--- config.mk ---
export PLATFORM = sky130hd
export DESIGN_NAME = vc_arbiter
export DESIGN_NICKNAME = d
export VERILOG_FILES = /design/src/rtl/vc_arbiter.sv
export SDC_FILE = /design/constraint.sdc
export NUM_CORES = 1
export LEC_CHECK = 0
export ABC_AREA = 1
export CAP_MARGIN = 0
export CELL_PAD_IN_SITES_DETAIL_PLACEMENT = 0
export CELL_PAD_IN_SITES_GLOBAL_PLACEMENT = 1
export CORE_MARGIN = 2
export CORE_UTILIZATION = 26
export CTS_CLUSTER_DIAMETER = 50
export CTS_CLUSTER_SIZE = 10
export DETAILED_ROUTE_END_ITERATION = 12
export GPL_TIMING_DRIVEN = 0
export HOLD_SLACK_MARGIN = 0.12
export PLACE_DENSITY_LB_ADDON = 0.1
export REMOVE_ABC_BUFFERS = 1
export SLEW_MARGIN = 20
export SYNTH_ARGS = -nofsm -noshare
export SYNTH_HDL_FRONTEND = slang
export SYNTH_SLANG_ARGS = --single-unit
--- constraint.sdc ---
create_clock -name clk -period 1.1 [get_ports clk]
set_input_delay 0.33 -clock clk [delete_from_list [all_inputs] [get_ports clk]]
set_output_delay 0.33 -clock clk [all_outputs]
set_load 0.02 [all_outputs]
--- src/rtl/vc_arbiter.sv ---
// vc_arbiter: weighted round-robin pop arbiter from VC0/VC1 FIFOs into one downstream FIFO.
// Fixed 2-cycle pop-to-push latency. Optional stats/starvation logic under VC_ARBITER_STATS_EN.
module vc_arbiter #(
  parameter int DATA_WIDTH = 12,
  parameter int VC0_WEIGHT = 4
) (
  input  logic                  clk,
  input  logic                  reset,
  input  logic [DATA_WIDTH-1:0] vc0_data,
  input  logic                  vc0_empty,
  input  logic [DATA_WIDTH-1:0] vc1_data,
  input  logic                  vc1_empty,
  input  logic                  out_almost_full,
  output logic                  vc0_pop,
  output logic                  vc1_pop,
  output logic                  push,
  output logic [DATA_WIDTH-1:0] data_out,
  output logic [1:0]            arb_state
`ifdef VC_ARBITER_STATS_EN
  ,
  output logic [15:0]           cnt_vc0,
  output logic [15:0]           cnt_vc1,
  output logic                  starve_vc1
`endif
);

  typedef enum logic [1:0] {
    IDLE = 2'd0,
    GNT0 = 2'd1,
    GNT1 = 2'd2
  } state_e;

  localparam logic [3:0] WEIGHT = VC0_WEIGHT[3:0];

  state_e                  state_q, state_d;
  logic [3:0]              credit_q, credit_d;
  logic                    vld_q;
  logic                    sel_q;
  logic                    push_q;
  logic [DATA_WIDTH-1:0]   data_q;
  logic                    gnt0, gnt1;

  // Pops are gated by reset so the FIFOs never lose entries while the arbiter is held.
  always_comb begin
    gnt0     = 1'b0;
    gnt1     = 1'b0;
    credit_d = credit_q;
    state_d  = IDLE;
    if (reset && !out_almost_full) begin
      if (!vc0_empty && ((credit_q < WEIGHT) || vc1_empty)) begin
        gnt0     = 1'b1;
        credit_d = (credit_q == WEIGHT) ? credit_q : credit_q + 4'd1;
      end else if (!vc1_empty) begin
        gnt1     = 1'b1;
        credit_d = 4'd0;
      end
    end
    if (gnt0) begin
      state_d = GNT0;
    end else if (gnt1) begin
      state_d = GNT1;
    end
  end

  always_ff @(posedge clk or negedge reset) begin
    if (!reset) begin
      state_q  <= IDLE;
      credit_q <= 4'd0;
      vld_q    <= 1'b0;
      sel_q    <= 1'b0;
      push_q   <= 1'b0;
      data_q   <= '0;
    end else begin
      state_q  <= state_d;
      credit_q <= credit_d;
      vld_q    <= gnt0 | gnt1;
      sel_q    <= gnt1;
      push_q   <= vld_q;
      if (vld_q) begin
        data_q <= sel_q ? vc1_data : vc0_data;
      end
    end
  end

  assign vc0_pop   = gnt0;
  assign vc1_pop   = gnt1;
  assign push      = push_q;
  assign data_out  = data_q;
  assign arb_state = state_q;

`ifdef VC_ARBITER_STATS_EN
  localparam int         STARVE_LIMIT = 2 * VC0_WEIGHT + 2;
  localparam logic [5:0] STARVE_THR   = STARVE_LIMIT[5:0];

  logic [15:0] cnt0_q, cnt1_q;
  logic [5:0]  starve_q;

  // Counters advance on the same edge that makes the push visible.
  always_ff @(posedge clk or negedge reset) begin
    if (!reset) begin
      cnt0_q   <= 16'd0;
      cnt1_q   <= 16'd0;
      starve_q <= 6'd0;
    end else begin
      if (vld_q) begin
        if (sel_q) begin
          cnt1_q <= cnt1_q + 16'd1;
        end else begin
          cnt0_q <= cnt0_q + 16'd1;
        end
      end
      if (vc1_empty || gnt1) begin
        starve_q <= 6'd0;
      end else if (starve_q != 6'h3F) begin
        starve_q <= starve_q + 6'd1;
      end
    end
  end

  assign cnt_vc0    = cnt0_q;
  assign cnt_vc1    = cnt1_q;
  assign starve_vc1 = (starve_q > STARVE_THR);
`endif

endmodule
==> flow_metrics.env <==
export IMPL_r2r_end="credit_q[0]"
export IMPL_hold_class="input pin to flop"
export IMPL_slew_viol_final=0
export IMPL_reg2reg_setup_slack_ns=-0.14
export IMPL_crit_buf_inv=4
export IMPL_fin_nets=209
export IMPL_track_usage_pct=12.0
export IMPL_grt_pass1_wl_um=3980
export IMPL_drive_gt1_share_pct=32.2
export IMPL_path_max_fanout=4
export IMPL_fin_ws_ns=-0.425
export IMPL_p_int_mw=1.56
export IMPL_max_freq_mhz=656
export IMPL_rsz0062_at_grt="true"
export IMPL_synth_cell_types=17
export IMPL_drtAntennaViolNets=0
export IMPL_cts_buffer_depth=2
export IMPL_p_sw_share_pct=30.7
export IMPL_min_from="reset"
export IMPL_port_buffers=45
export IMPL_die_h_um=66.0
export IMPL_async_flop_share_pct=100
export IMPL_synth_warnings=0
export IMPL_final_cells=225
export IMPL_synth_area_per_cell_um2=8.63
export IMPL_drt_total_wl_um=2690
export IMPL_required_ns=0.77
export IMPL_grt_pass1_vias=872
export IMPL_cp_start_kind="input pin"
export IMPL_diodes=0
export IMPL_worst_pin_slew_ns=0.413
export IMPL_p_per_area_mw_per_mm2=1290
export IMPL_area_delta_synth_final_pct=74.6
export IMPL_combinationalPowerShare_pct=33.7
export IMPL_seqPwrFrac_pct=43.5
export IMPL_startpoint="vc0_empty"
export IMPL_worstRegToRegCells=7
export IMPL_crit_family="buffers and inverters"
export IMPL_ys_top_cells_by_count="nand2_1, dfrtp_1, nor2_1"
export IMPL_clock_latency_ns=0.26
export IMPL_hold_depth=5
export IMPL_synth_edf_count=0
export IMPL_drv_cap=0
export IMPL_endpoint_kind="primary output"
export IMPL_hold_violations=0
export IMPL_die_area_mm2=0.00436
export IMPL_start_util_pct=27.1
export IMPL_antenna_found_initial=0
export IMPL_fin_crit_sh_pct=139
export IMPL_pin_count=46
export IMPL_vias_per_cell=4.45
export IMPL_cp_cell_sequence="clkdlybuf4s50_1, inv_2, nand2_4, nand2_8, inv_4, buf_6"
export IMPL_gp_congestion=0.764
export IMPL_dp_cells=205
export IMPL_hold_end="vld_q"
export IMPL_crit_slowest_cell="clkdlybuf4s50_1"
export IMPL_synthFlopType="dfrtp_1"
export IMPL_rows=22
export IMPL_yosysMostFrequentCell="nand2_1"
export IMPL_switchingPower_uw=690
export IMPL_cts_max_level=1
export IMPL_cts_made_buffers=3
export IMPL_syn_area_mm2=0.00100
export IMPL_syn_inst=116
export IMPL_synth_top_area_share_pct=52.5
export IMPL_arrival_ns=1.20
export IMPL_route_detailed_drc=0
export IMPL_clk_pin_slew_ns=0.08
export IMPL_p_clk_share_pct=22.8
export IMPL_grt_max_degree=26
export IMPL_synth_top_cell_by_area="dfrtp_1"
export IMPL_core_mm2=0.00369
export IMPL_yosys_top_cells_area="dfrtp_1, nand2_1, a31oi_1"
export IMPL_ys_ff_latch=21
export IMPL_ys_seq_area_share_pct=52.5
export IMPL_dr_total_vias=1002
export IMPL_overflow=0
export IMPL_regToRegStartpoint="credit_q[3]"
export IMPL_clock_skew_final_ns=0.000992
export IMPL_slew_headroom_pct=72.5
export IMPL_finalSetupViolations=19
export IMPL_dpl_hpwl_um=1710
export IMPL_wl_per_cell_um=12.0
export IMPL_status="complete, but fails checks"
export IMPL_pre_cts_slack_ns=-2.03
export IMPL_violations="negative setup slack"
export IMPL_critical_path_max_stage_delay_ns=0.47
export IMPL_first_pass_iters=4
export IMPL_tritoncts="done"
export IMPL_critPathKind="input pin to primary output"
export IMPL_clockRootBuffer="clkbuf_8"
export IMPL_first_iter_violations=17
export IMPL_period_needed_ns=1.53
export IMPL_die_w_um=66.0
export IMPL_p_leak_nw=0.795
export IMPL_cts_sinks=21
export IMPL_final_util_pct=47.4
export IMPL_peakVddDrop_uv=867
[worst max path at each step]
stage                   end  slack (ns)  cells after the start
floorplan           vc0_pop       -0.24                      3
global placement    vc1_pop       -2.05                      8
detailed placement  vc1_pop       -2.03                      8
CTS                 vc1_pop       -0.44                      5
global route        vc1_pop       -0.47                      5
finish              vc1_pop       -0.43                      6
[metrics by stage]
step                      hold WS [ns]  TNS, ns  cell area (um^2)  power (mW)
after global placement           0.523   -27.83              1490        1.58
after global routing             0.464    -2.38              1750        2.38
after CTS                       -0.116    -1.73              1660        2.19
after detailed placement         0.529   -27.53              1490        1.59
final                            0.454    -1.59              1750        2.25
after floorplan                 0.0344   -0.557               982        1.26
[what timing repair did]
item,4_1_cts,5_1_grt
pin swaps,5,4
gates resized for setup,124,4
endpoints found under the hold margin,21,21
gates cloned,0,0
buffers inserted,8,6
setup endpoints to repair,58,34
[layout by cell type, fill, tap and decap left out, types with 3 or more instances in the layout]
cell              n
a31oi_1          12
inv_1             4
clkbuf_8          3
inv_2             4
nor2_2            3
buf_6            17
nor2_1           14
dfrtp_2           5
clkdlybuf4s50_1  25
nand3_1           6
nand2_1          34
dfrtp_1          16
buf_4            14
[registers in the layout, summed over array words and instances (netlist names)]
name / cells
data_out: 12
push: 1
vld_q: 1
credit_q: 4
arb_state: 2
sel_q: 1
[power by group through the flow]
| stage | registers [mW] | logic (mW) | clock network, mW |
|---|---|---|---|
| floorplan | 1.07 | 0.194 | 0 |
| global placement | 0.984 | 0.596 | 0 |
| detailed placement | 0.989 | 0.602 | 0 |
| CTS | 0.989 | 0.669 | 0.531 |
| global route | 0.992 | 0.821 | 0.569 |
| finish | 0.978 | 0.758 | 0.513 |
[cells by family after synthesis]
kind of cell / share of synthesized area [%]
AO/OA/AOI/OAI: 9.87
AND/OR/NAND/NOR: 28.6
buffers and inverters: 5.62
adder cells (fa/ha/maj): 2.50
flip-flops: 52.5
XOR/XNOR: 0.875
[final cells by class]
cell class                      instances  area, um^2
Clock buffer                            4        45.0
Sequential cell                        21         532
Fill cell                             366        1940
Timing Repair Buffer                   61         614
Multi-Input combinational cell         81         454
Inverter                               10        42.5
Tap cell                               48        60.1
[routing by layer]
metal	vias up	track usage (%)	share of wire (%)
met2	33	21.7	49
li1	495	-	-
met5	-	0	0
met3	2	3.92	6.7
met1	472	13.6	43
met4	0	3.06	0.67
[tightest hold or removal path: cells and delay by family]
family	cells	cell delay, ns
buf+inv	3	0.25
compound gates	1	0.05
simple gates	1	0.04
Note: power is estimated with default switching activity, not from simulation.
